**src/rtl/piradip_spi_bit_engine.sv**
```systemverilog
// SPI master bit engine: pops MOSI bits from the TX shifter, drives SCLK/CS_N for any
// CPOL/CPHA, pushes sampled MISO bits to the RX shifter and pulses align at transfer end.
module piradip_spi_bit_engine #(
    parameter int DIV_WIDTH = 8,
    parameter int CNT_WIDTH = 16
) (
    input  logic                 clk,
    input  logic                 rstn,
    input  logic                 start_valid,
    output logic                 start_ready,
    input  logic                 cfg_cpol,
    input  logic                 cfg_cpha,
    input  logic [DIV_WIDTH-1:0] cfg_clk_div,
    input  logic [CNT_WIDTH-1:0] cfg_xfer_bits,
    input  logic                 tx_bit_valid,
    output logic                 tx_bit_ready,
    input  logic                 tx_bit_data,
    output logic                 rx_bit_valid,
    input  logic                 rx_bit_ready,
    output logic                 rx_bit_data,
    output logic                 align,
    output logic                 busy,
    output logic                 done,
    output logic                 sclk,
    output logic                 cs_n,
    output logic                 mosi,
    input  logic                 miso
);

    typedef enum logic [2:0] {
        IDLE   = 3'd0,
        LEAD   = 3'd1,
        ACTIVE = 3'd2,
        TRAIL  = 3'd3,
        DONE   = 3'd4
    } state_t;

    state_t               state;
    logic                 cpol;
    logic                 cpha;
    logic                 lead_pend;
    logic [DIV_WIDTH-1:0] clk_div;
    logic [DIV_WIDTH-1:0] div_cnt;
    logic [CNT_WIDTH-1:0] xfer_bits;
    logic [CNT_WIDTH:0]   edge_cnt;

    logic                 tick;
    logic                 leading;
    logic                 final_edge;
    logic [CNT_WIDTH:0]   last_edge;
    logic                 launch_edge;
    logic                 sample_edge;
    logic                 launch_pt;
    logic                 sample_pt;
    logic                 stall;

    // edge_cnt holds toggles already made, so the pending edge is odd (leading) when it is even
    assign tick        = (div_cnt == clk_div);
    assign leading     = ~edge_cnt[0];
    assign last_edge   = {xfer_bits, 1'b0} - (CNT_WIDTH + 1)'(1);
    assign final_edge  = (edge_cnt == last_edge);
    assign launch_edge = cpha ? leading : (~leading & ~final_edge);
    assign sample_edge = cpha ? ~leading : leading;

    assign launch_pt = ((state == LEAD) && lead_pend) ||
                       ((state == ACTIVE) && tick && launch_edge);
    assign sample_pt = (state == ACTIVE) && tick && sample_edge;

    // Any stall freezes the divider, so no SCLK edge can slip past a handshake
    assign stall = (launch_pt && !tx_bit_valid) ||
                   (sample_pt && rx_bit_valid && !rx_bit_ready) ||
                   ((state == TRAIL) && rx_bit_valid && !rx_bit_ready);

    assign tx_bit_ready = rstn && launch_pt && tx_bit_valid;
    assign start_ready  = (state == IDLE);
    assign busy         = (state != IDLE);

    // Transfer sequencer, divider, SPI pins and RX holding register
    always_ff @(posedge clk) begin
        if (!rstn) begin
            state        <= IDLE;
            cpol         <= 1'b0;
            cpha         <= 1'b0;
            lead_pend    <= 1'b0;
            clk_div      <= '0;
            div_cnt      <= '0;
            xfer_bits    <= '0;
            edge_cnt     <= '0;
            sclk         <= 1'b0;
            cs_n         <= 1'b1;
            mosi         <= 1'b0;
            rx_bit_valid <= 1'b0;
            rx_bit_data  <= 1'b0;
            align        <= 1'b0;
            done         <= 1'b0;
        end else begin
            align <= 1'b0;
            done  <= 1'b0;
            if (rx_bit_valid && rx_bit_ready) begin
                rx_bit_valid <= 1'b0;
            end
            case (state)
                IDLE: begin
                    sclk     <= cfg_cpol;
                    cs_n     <= 1'b1;
                    div_cnt  <= '0;
                    edge_cnt <= '0;
                    if (start_valid) begin
                        cpol      <= cfg_cpol;
                        cpha      <= cfg_cpha;
                        clk_div   <= cfg_clk_div;
                        xfer_bits <= cfg_xfer_bits;
                        lead_pend <= ~cfg_cpha;
                        if (cfg_xfer_bits == '0) begin
                            state <= DONE;
                            done  <= 1'b1;
                            align <= 1'b1;
                        end else begin
                            cs_n  <= 1'b0;
                            state <= LEAD;
                        end
                    end
                end
                LEAD: begin
                    if (!stall) begin
                        if (launch_pt) begin
                            mosi      <= tx_bit_data;
                            lead_pend <= 1'b0;
                        end
                        if (tick) begin
                            div_cnt <= '0;
                            state   <= ACTIVE;
                        end else begin
                            div_cnt <= div_cnt + DIV_WIDTH'(1);
                        end
                    end
                end
                ACTIVE: begin
                    if (!stall) begin
                        if (tick) begin
                            div_cnt  <= '0;
                            sclk     <= ~sclk;
                            edge_cnt <= edge_cnt + (CNT_WIDTH + 1)'(1);
                            if (launch_pt) begin
                                mosi <= tx_bit_data;
                            end
                            if (sample_pt) begin
                                rx_bit_data  <= miso;
                                rx_bit_valid <= 1'b1;
                            end
                            if (final_edge) begin
                                state <= TRAIL;
                            end
                        end else begin
                            div_cnt <= div_cnt + DIV_WIDTH'(1);
                        end
                    end
                end
                TRAIL: begin
                    sclk <= cpol;
                    if (!stall) begin
                        if (tick) begin
                            div_cnt <= '0;
                            cs_n    <= 1'b1;
                            done    <= 1'b1;
                            align   <= 1'b1;
                            state   <= DONE;
                        end else begin
                            div_cnt <= div_cnt + DIV_WIDTH'(1);
                        end
                    end
                end
                DONE: begin
                    cs_n  <= 1'b1;
                    state <= IDLE;
                end
                default: begin
                    state <= IDLE;
                end
            endcase
        end
    end

endmodule

```
**config.mk**
```make
export PLATFORM = sky130hd
export DESIGN_NAME = piradip_spi_bit_engine
export DESIGN_NICKNAME = d
export VERILOG_FILES = /design/src/rtl/piradip_spi_bit_engine.sv
export SDC_FILE = /design/constraint.sdc
export NUM_CORES = 1
export LEC_CHECK = 0
export ABC_AREA = 1
export CORE_ASPECT_RATIO = 1.75
export CORE_MARGIN = 3
export CORE_UTILIZATION = 50
export CTS_CLUSTER_SIZE = 25
export DETAILED_ROUTE_END_ITERATION = 10
export HOLD_SLACK_MARGIN = 0.02
export PLACE_DENSITY = 0.72
export SKIP_LAST_GASP = 1
export SYNTH_ARGS = -nofsm -noshare
export SYNTH_HDL_FRONTEND = slang
export SYNTH_SLANG_ARGS = --single-unit
```
**constraint.sdc**
```tcl
create_clock -name clk -period 4.3 [get_ports clk]
set_clock_uncertainty 0.2 [all_clocks]
set_input_delay 0.86 -clock clk [delete_from_list [all_inputs] [get_ports clk]]
set_output_delay 0.86 -clock clk [all_outputs]
set_load 0.02 [all_outputs]
```
# Word level (Yosys, flattened, before mapping)
# Index checks and enable logic that the tools add are counted.
dict set report word_totals {
  register_bits 61
  latch_bits 0
  mem_bits_rw 0
  mem_bits_ro 0
  in_bits 33
  out_inout_bits 10
  wordCells 119
  memories 0
}
dict set report classes {
  addsub 3
  multipliers 0
  n_div 0
  magnitude_cmp 0
  eq_ne 16
  n_shift 0
  muxes 44
  n_bitwise 6
  n_reduce_logical 36
}
# operator n
set ops {}
lappend ops {{$mux W17} 2}
lappend ops {{$pmux W17 S2} 1}
lappend ops {{$mux W3} 9}
lappend ops {{$mux W1} 23}
lappend ops {{$ne A2 B2 Y1 const B} 10}
lappend ops {{$add A17 B1 Y17 const B} 1}
lappend ops {{$eq A17 B17 Y1} 1}
lappend ops {{$sub A17 B1 Y17 const B} 1}
lappend ops {{$logic_not A16 Y1} 1}
lappend ops {{$mux W8} 2}
lappend ops {{$pmux W8 S2} 1}
lappend ops {{$logic_and A1 B1 Y1} 12}
lappend ops {{$pmux W3 S4} 1}
lappend ops {{$reduce_and A4 Y1} 3}
lappend ops {{$reduce_and A3 Y1} 3}
lappend ops {{$reduce_bool A3 Y1} 3}
lappend ops {{$add A8 B1 Y8 const B} 1}
lappend ops {{$eq A8 B8 Y1} 1}
lappend ops {{$reduce_and A8 Y1} 1}
lappend ops {{$reduce_bool A2 Y1} 4}
lappend ops {{$eq A3 B2 Y1 const B} 2}
lappend ops {{$pmux W1 S2} 3}
lappend ops {{$pmux W1 S3} 2}
lappend ops {{$not A1 Y1} 5}
lappend ops {{8 further kinds} 12}

# Longest topological paths before layout
# Gate-level depths: netlist (run 1).
dict set report logic_depth {
  ltp_word 12
  ltp_mapped 23
  ltp_nobuf 23
}

# Least setup slack after synthesis (run 1)
# OpenSTA, ideal clock, no wires.
dict set report synth_path {
  kind {input -> output}
  start {input rstn}
  end {output tx_bit_ready}
  t_arrival_ns 1.771
  required_time_ns 3.240
  path_slack_ns 1.469
  stages 5
  path_buffers 3
  cell_sequence {clkbuf_1 > inv_1 > clkbuf_8 > clkbuf_8 > nor2_1}
}
dict set report synth_between {
  elab_chain_len 2
}
# element line_no
set synth_rtl {}
lappend synth_rtl {{from (decl)} 8} ;# input logic rstn,
lappend synth_rtl {{$logic_and A1 B1 Y1 (2 in a row)} 74} ;# assign tx_bit_ready = rstn && launch_pt && tx_bit_valid;
lappend synth_rtl {{to (decl)} 16} ;# output logic tx_bit_ready,
# Every way passes these cells.

# Worst setup path in the final report (run 1)
dict set report layout_path {
  start {register xfer_bits[0]}
  end {output tx_bit_ready}
}
dict set report layout_between {
  elab_chain_len 9
}
# element line_no
set layout_rtl {}
lappend layout_rtl {{from (decl)} 44} ;# logic [CNT_WIDTH-1:0] xfer_bits;
lappend layout_rtl {{from (signal assigned)} 112} ;# xfer_bits <= cfg_xfer_bits;
lappend layout_rtl {{$sub A17 B1 Y17} 60} ;# assign last_edge = {xfer_bits, 1'b0} - (CNT_WIDTH + 1)'(1);
lappend layout_rtl {{$eq A17 B17 Y1} 61} ;# assign final_edge = (edge_cnt == last_edge);
lappend layout_rtl {{$not A1 Y1} 62} ;# assign launch_edge = cpha ? leading : (~leading & ~final_edge);
lappend layout_rtl {{$and A1 B1 Y1} 62}
lappend layout_rtl {{$mux W1} 62}
lappend layout_rtl {{$logic_and A1 B1 Y1} 66} ;# ((state == ACTIVE) && tick && launch_edge);
lappend layout_rtl {{$logic_or A1 B1 Y1} 65} ;# assign launch_pt = ((state == LEAD) && lead_pend) ||
lappend layout_rtl {{$logic_and A1 B1 Y1 (2 in a row)} 74}
# Every way passes these cells.

==> qor.yml, run 1 <==
powerDensity_nw_per_um2: 583
min_from: "clk_div[5]"
p_leak_nw: 1.91
die_w_um: 72.6
power.switching_mw: 1.10
worst-r2r-setup-slack_ns: 1.37
crit_path_max_incr_delay_ns: 0.52
avgSynthCellArea_um2: 6.66
drive_above_1_share: 0.107
synth_ff_type: "dfxtp_1"
ir_drop_v: 0.000390
area_growth_pct: 19.8
hold_path.class: "flop to flop"
cp_max_fo: 4
crit_arrival_ns: 2.74
syn-num-nets: 619
clock_power_share: 0.312
drc: 0
ys_async_sr_fraction: 0
critPathBufInv: 3
grt_pass1_vias: 3733
critPathLaunchType: "flop"
synth_edf_count: 0
crit_required_ns: 3.24
cts_tree: "done"
dieArea_um2: 8900
max_cap_viol_count: 0
cts_max_level: 3
cts.hold.buffers_added: 0
crit_type: "flop to primary output"
cts_made_buffers: 9
globalplace.congestion: 0.919
yosys.area.top_type: "dfxtp_1"
fin_cells: 713
ctsResizeCount: 0
cp_slowest_cell: "clkdlybuf4s50_1"
clkTransAtPathRegs_ns: 0.05
cp_common_cell: "nand2_1"
postCtsSetupBuffers: 0
min_period_ns: 3.80
met1_usage: 0.276
syn_inst: 583
cts_buffer_depth: 2
path_cells: "inv_1 > ha_1 > nand2_1 > nor2_2 > nand2_1 > nand2_1 > nand2_1 > inv_1 > nand2_1 > nor2_1 > nand2_1 > nor2_1 > nand2_1 > nand2_1 > nand2_2 > nand2_1 > nor2_1 > clkdlybuf4s50_1"
pre_cts_slack_ns: 0.830
grt_pass1_wl_um: 17500
setup_tns_ns: 0
synth-seq-cells: 61
syn_area_um2: 3880
rsz0062_at_grt: "false"
dp.cells: 697
cts.sinks: 61
synthTopCellsByArea: "dfxtp_1, nand2_1, nor2_1, inv_1, o21ai_0"
met2_usage: 0.451
setup_viol: 0
combPwrFrac: 0.406
r2r_start: "xfer_bits[0]"
r2r_cells: 19
wirelength_um: 10600
groute.usage.overall: 0.255
tightest_slew_ns: 0.601
yosys.area.top_type_share: 0.315
setup_ws_ns: 0.503
r2r_end: "div_cnt[4]"
synth_seq_area_share: 0.315
num_antenna_cells: 0
hold_viol: 0
yosysUniqueCellTypes: 41
grt_max_degree: 36
dr.first_iter.drc_count: 297
yosys_warnings: 0
top_usage_layer: "met2"
maxSlewHeadroom: 0.599
final_max_slew_viol_count: 0
end_kind: "primary output"
switching_share: 0.403
initial_core_util: 0.526
dr_total_vias: 3886
holdPathEnd: "clk_div[5]"
antenna_found_initial: 0
dp_hpwl_um: 8020
internal-power_mw: 1.62
met3_usage: 0.0443
via_per_inst: 5.45
sequentialPowerShare: 0.281
outcome: "finished clean"
fp.dieH_um: 123
power_mw: 2.71
wl_per_cell_um: 14.8
min_path_cells: 2
pin_count: 43
clock.fmax_mhz: 263
cp_top_family: "simple AND/OR/NAND/NOR gates"
postRouteAntennaNets: 0
num_rows: 41
io_buffers: 42
final_net_count: 658
first_pass_iters: 4
core_um2: 7390
grt_overflow: 0
clk_latency_ns: 0.34
cts_root_buf: "clkbuf_16"
fin_crit_sh: 0.883
[power by group through the flow]
stage	Combinational (mW)	Sequential (mW)	Clock, mW
6_report	1.10	0.764	0.848
5_1_grt	1.24	0.778	0.888
4_1_cts	1.10	0.763	0.857
3_5_place_dp	1.09	0.774	0
3_3_place_gp	1.08	0.770	0
2_1_floorplan	0.871	0.753	0
[how the worst max path moves through the flow]
| stage | startpoint | endpoint | slack [ns] | depth (start not counted) |
|---|---|---|---|---|
| floorplan | rstn | tx_bit_ready | 1.47 | 5 |
| global placement | xfer_bits[0] | tx_bit_ready | 0.90 | 18 |
| detailed placement | xfer_bits[0] | tx_bit_ready | 0.83 | 18 |
| CTS | xfer_bits[0] | tx_bit_ready | 0.49 | 18 |
| global route | xfer_bits[0] | tx_bit_ready | 0.26 | 18 |
| finish | xfer_bits[0] | tx_bit_ready | 0.50 | 18 |
[per-stage QoR]
step                      area [um2]   util  hold slack, ns
after floorplan                 3880      -           0.230
after global placement          4300  0.582           0.250
after detailed placement        4300  0.582           0.262
after CTS                       4650  0.630           0.271
after global routing            4650  0.630           0.295
final                           4650  0.630           0.269
[layout by cell type, fill, tap and decap left out, types with 2 or more instances in the layout]
cell | synthesis | routed
o21bai_1 | 2 | 2
bufinv_16 | 0 | 3
ha_1 | 3 | 3
dfxtp_1 | 61 | 61
inv_1 | 63 | 63
nor2_4 | 3 | 3
nand3_4 | 3 | 3
nor4_1 | 7 | 7
nand4_1 | 11 | 11
nand2_4 | 2 | 2
xor2_1 | 20 | 20
a21oi_2 | 12 | 12
clkinvlp_4 | 0 | 2
clkdlybuf4s50_1 | 0 | 42
nand3b_1 | 2 | 2
nand2_1 | 129 | 129
nor3_1 | 9 | 9
xnor2_1 | 9 | 9
nand2_2 | 13 | 13
nor2_2 | 8 | 8
o21ai_1 | 2 | 2
nand3_1 | 33 | 33
inv_2 | 3 | 3
a21oi_1 | 36 | 36
and2_1 | 2 | 2
buf_4 | 1 | 4
nor2_1 | 84 | 84
o21ai_0 | 39 | 39
clkbuf_16 | 0 | 9
[layout make-up]
| cell class | instances | area (um2) |
|---|---|---|
| fillers | 693 | 2740 |
| multi-input cells | 437 | 2260 |
| flip-flops and latches | 61 | 1220 |
| repair buffers | 46 | 450 |
| inverters | 67 | 259 |
| clock buffers | 10 | 239 |
| clock inverters | 6 | 110 |
| well taps | 86 | 108 |
[worst reg2reg max path: stages (launching register included)]
cell and delay [ns]:
dfxtp_1 0.34, inv_1 0.14, ha_1 0.27, nand2_1 0.09, nor2_2 0.16, nand2_1 0.08, nand2_1 0.06, nand2_1 0.04
inv_1 0.04, nand2_1 0.04, nor2_1 0.07, nand2_1 0.07, nor2_1 0.09, nand2_1 0.09, nand2_1 0.08, nand2_2 0.10
nand2_4 0.11, nand3_4 0.14, o21ai_1 0.48, nor3_1 0.14
[cell families after synthesis]
logic type / Yosys count / synth area share
AO/OA/AOI/OAI: 96 / 0.142
adder cells (fa/ha/maj): 3 / 0.00967
XOR/XNOR: 29 / 0.0654
buffers and inverters: 85 / 0.102
AND/OR/NAND/NOR: 309 / 0.366
flip-flops: 61 / 0.315
[synth_stat cells (2+ instances only)]
cell type  count
and2_1         2
clkbuf_8       3
nor2_1        84
nor4_1         7
nand3_1       33
inv_2          3
o21ai_1        2
nand2_1      129
xor2_1        20
inv_1         63
nand2_4        2
nor3_1         9
xnor2_1        9
nand4_1       11
a21oi_1       36
clkbuf_1       8
dfxtp_1       61
nand3b_1       2
o21bai_1       2
nand2_2       13
nor2_4         3
nor2_2         8
clkbuf_2       2
nand3_4        3
a21oi_2       12
ha_1           3
o21ai_0       39
[routing by layer]
layer / vias up / wire [um]
met5: - / 0
met4: 0 / 417
met3: 33 / 345
met2: 99 / 5790
met1: 1798 / 4030
li1: 1956 / -
[registers in the layout, indices dropped and copies added (netlist names), 3 cells and up]
| name | flops |
|---|---|
| edge_cnt | 17 |
| xfer_bits | 16 |
| clk_div | 8 |
| div_cnt | 8 |
| state | 3 |
No activity file was read; power rests on OpenSTA's default activity.
==> inputs of run 2 (changes only) <==
Clock period 4.3 ns to 3.5 ns, I/O delays scaled along.
==> qor.yml, run 2 (synthesized netlist as in run 1, its figures left out) <==
cts_buffer_depth: 2
postRouteAntennaNets: 0
cts_tree: "done"
setup_ws_ns: 0.227
num_rows: 41
num_antenna_cells: 0
cts_max_level: 3
groute.usage.overall: 0.253
dp.cells: 699
cts_root_buf: "clkbuf_16"
drc: 0
fin_util: 0.636
clk_latency_ns: 0.33
dr_total_vias: 3895
max_cap_viol_count: 0
crit_type: "flop to primary output"
final_net_count: 660
rsz0062_at_grt: "false"
pre_cts_slack_ns: 0.204
dp_hpwl_um: 7960
powerDensity_nw_per_um2: 725
drive_above_1_share: 0.114
die_w_um: 72.6
wl_per_cell_um: 14.7
final_cell_mix: "nand2_1, nor2_1, inv_1, dfxtp_1, clkdlybuf4s50_1"
first_pass_iters: 5
hold_path.class: "flop to flop"
power_mw: 3.41
final_common_cell: "nand2_1"
sequentialPowerShare: 0.275
wirelength_um: 10500
cp_max_fo: 7
ir_drop_v: 0.000558
setup_tns_ns: 0
grt_pass1_wl_um: 17300
fin_cells: 715
cts_made_buffers: 9
clock_power_share: 0.318
dr.first_iter.drc_count: 262
dieArea_um2: 8900
combPwrFrac: 0.407
core_um2: 7390
registers.top_by_ff_count: "edge_cnt"
grt_pass1_vias: 3762
crit_required_ns: 2.60
tightest_slew_ns: 0.528
p_leak_nw: 1.94
io_buffers: 42
hold_viol: 0
cts.hold.buffers_added: 0
end_kind: "primary output"
final_max_slew_viol_count: 0
pin_count: 43
critPathLaunchType: "flop"
grt_max_degree: 36
crit_arrival_ns: 2.37
internal-power_mw: 2.06
fin_crit_sh: 0.935
cts.sinks: 61
initial_core_util: 0.526
switching_share: 0.396
maxSlewHeadroom: 0.645
clkTransAtPathRegs_ns: 0.05
min_period_ns: 3.27
fp.dieH_um: 123
globalplace.congestion: 0.928
largest_reg_flops: 17
via_per_inst: 5.45
setup_viol: 0
postCtsSetupBuffers: 0
clock.fmax_mhz: 306
outcome: "finished clean"
grt_overflow: 0
antenna_found_initial: 0
reg_top3: "edge_cnt (17), xfer_bits (16)"
area_growth_pct: 21.0
power.switching_mw: 1.35
-- run 2: cell types whose count changed in the layout (fill, tap and decap cells not counted), sizes merged --
cell,previous run,this run
clkdlybuf4s50,42,41
clkinvlp,2,1
dlygate4sd2,0,1
clkbuf,10,9
clkinv,1,2
buf,4,6
bufinv,3,4
-- run 2: area by class of cell --
type / instances / area [um2]
flip-flops and latches: 61 / 1220
well taps: 86 / 108
repair buffers: 48 / 464
multi-input cells: 437 / 2280
clock inverters: 7 / 138
clock buffers: 9 / 225
inverters: 67 / 259
fillers: 689 / 2690
-- run 2: per-layer routing --
layer / wire length [um] / share of wire / track usage
met1: 3940 / 0.37 / 0.264
met2: 5780 / 0.55 / 0.464
met3: 328 / 0.031 / 0.0443
met4: 492 / 0.047 / 0.136
met5: 0 / 0 / 0
-- run 2: repair_timing --
item / 4_1_cts / 5_1_grt
resized for setup: 2 / 4
endpoints found under the setup margin: 1 / 1
cloned: 0 / 0
-- run 2: critical path, cell delays in order, from the launching register on --
cell	delay, ns
dfxtp_1	0.38
nor2_2	0.14
nand2_2	0.10
nor2_4	0.21
nand3_1	0.12
or2_0	0.21
nand3_1	0.07
nor2_1	0.04
nand2_1	0.10
nand2_1	0.08
nand2_2	0.11
nand2_1	0.08
nor2_1	0.08
dlygate4sd2_1	0.33
-- run 2: power by group through the flow --
stage	Combinational, mW	Sequential [mW]	Clock (mW)
6_report	1.39	0.937	1.08
2_1_floorplan	1.07	0.926	0
4_1_cts	1.37	0.935	1.09
3_5_place_dp	1.35	0.950	0
3_3_place_gp	1.34	0.945	0
5_1_grt	1.56	0.953	1.13
-- run 2: worst paths after layout --
kind                                    from           end  slack, ns  cells after the start
worst max register to register  xfer_bits[1]    div_cnt[4]       0.77                     17
worst max-delay path            xfer_bits[2]  tx_bit_ready       0.23                     13
worst min-delay path                    cpol          cpol       0.26                      2
worst min register to register          cpol          cpol       0.26                      2
-- run 2: metrics by stage --
| stage | instance area (um2) | hold WS [ns] |
|---|---|---|
| after floorplan | 3880 | 0.230 |
| after global placement | 4320 | 0.243 |
| after detailed placement | 4320 | 0.259 |
| after CTS | 4680 | 0.268 |
| after global routing | 4700 | 0.296 |
| final | 4700 | 0.260 |
==> inputs of run 3 (changes only) <==
Clock period 3.5 ns to 3.8 ns, I/O delays scaled along.
==> qor.yml, run 3 (synthesized netlist as in run 1, its figures left out) <==
ir_drop_v: 0.000405
critPathBufInv: 2
drc: 0
wl_per_cell_um: 14.6
grt_pass1_vias: 3725
dieArea_um2: 8900
final_net_count: 660
placed_area_um2: 4320
drive_above_1_share: 0.108
dr.first_iter.drc_count: 243
cts_buffer_depth: 2
num_antenna_cells: 0
die_w_um: 72.6
path_cells: "inv_1 > ha_2 > nor2_1 > nor2_1 > nand3_1 > nor2_2 > nand2_1 > nor2_1 > nand2_1 > nor2_1 > nand2_1 > nand2_1 > nand2_2 > nand2_1 > nor2_1 > dlymetal6s2s_1"
hold_path.class: "flop to flop"
first_pass_iters: 5
seqCellArea_um2: 1220
cp_slowest_cell: "dfxtp_1"
grt_pass1_wl_um: 17000
postCtsSetupBuffers: 0
multiInputGateArea_um2: 2270
cts_root_buf: "clkbuf_16"
min_period_ns: 3.31
crit_type: "flop to primary output"
initial_core_util: 0.526
crit_path_max_incr_delay_ns: 0.36
clkTransAtPathRegs_ns: 0.05
outcome: "finished clean"
clock.fmax_mhz: 302
dp_hpwl_um: 7930
maxSlewHeadroom: 0.477
grt_max_degree: 36
p_leak_nw: 1.92
wirelength_um: 10500
clk_latency_ns: 0.34
final_common_cell: "nand2_1"
final_max_slew_viol_count: 0
largest_reg_flops: 17
via_per_inst: 5.37
setup_tns_ns: 0
crit_arrival_ns: 2.35
powerDensity_nw_per_um2: 635
end_kind: "primary output"
dr_total_vias: 3843
rsz0062_at_grt: "false"
io_buffers: 42
cts.sinks: 61
num_rows: 41
groute.usage.overall: 0.250
fin_crit_sh: 0.870
final_cell_mix: "nand2_1, nor2_1, inv_1, dfxtp_1, clkdlybuf4s50_1"
area_growth_pct: 18.9
fp.dieH_um: 123
cts.hold.buffers_added: 0
cts_made_buffers: 9
crit_required_ns: 2.84
antenna_found_initial: 0
max_cap_viol_count: 0
cp_top_family: "simple AND/OR/NAND/NOR gates"
setup_viol: 0
stdcell_area_um2: 4620
fillers: 716
globalplace.congestion: 0.913
cts_max_level: 3
cp_max_fo: 4
postRouteAntennaNets: 0
pin_count: 43
grt_overflow: 0
reg_top3: "edge_cnt (17), xfer_bits (16)"
registers.top_by_ff_count: "edge_cnt"
core_um2: 7390
hold_viol: 0
critPathLaunchType: "flop"
cts_tree: "done"
tightest_slew_ns: 0.783
==> run 3: repair_timing <==
item / in CTS / in global routing
hold endpoints to repair: 0 / 0
endpoints found under the setup margin: 0 / 1
gates resized for setup: 0 / 2
==> run 3: report_power, final <==
| part | internal, mW | switching [mW] |
|---|---|---|
| Combinational | 0.434 | 0.818 |
| Clock | 0.523 | 0.297 |
| Sequential | 0.751 | 0.108 |
| Total | 1.71 | 1.22 |
==> run 3: cell type report <==
cell class,instances,area share
inverters,67,0.0561
flip-flops and latches,61,0.264
well taps,86,0.0233
repair buffers,48,0.101
clock buffers,12,0.0534
multi-input cells,437,0.491
clock inverters,4,0.0103
==> run 3: worst register-to-register path, stage by stage, from the launching register on <==
cell and delay [ns]:
dfxtp_1 0.36, inv_1 0.10, ha_2 0.34, nor2_1 0.04
nor2_1 0.08, nand3_1 0.08, nor2_2 0.12, nand2_1 0.06
nor2_1 0.08, nand2_1 0.07, nor2_1 0.08, nand2_1 0.09
nand2_1 0.08, nand2_2 0.10, nand2_4 0.11, nand3_4 0.13
o21ai_1 0.47, nor3_1 0.12
==> run 3: worst paths after layout <==
check          startpoint           end  slack, ns  cells after the start
max          xfer_bits[0]  tx_bit_ready       0.49                     16
min                  mosi          mosi       0.26                      2
max reg2reg  xfer_bits[0]    div_cnt[4]       0.95                     17
min reg2reg          mosi          mosi       0.26                      2
==> run 3: metal layers <==
layer,share of wire,routed length (um),vias up,track usage
met4,0.047,493,0,0.136
met3,0.041,427,35,0.0484
met5,0,0,-,0
met1,0.37,3870,1756,0.263
met2,0.54,5670,104,0.454
li1,-,-,1948,-
==> run 3: stage by stage <==
stage          utilization  power [mW]  cells  hold slack (ns)  setup WS, ns
6_report             0.625        2.93    715            0.264         0.492
5_1_grt              0.625        3.15    715            0.291         0.212
4_1_cts              0.624        2.94    715            0.268         0.103
3_5_place_dp         0.585        2.11    699            0.260         0.476
3_3_place_gp         0.585        2.10    699            0.253         0.512
2_1_floorplan            -        1.84    583            0.230          1.08
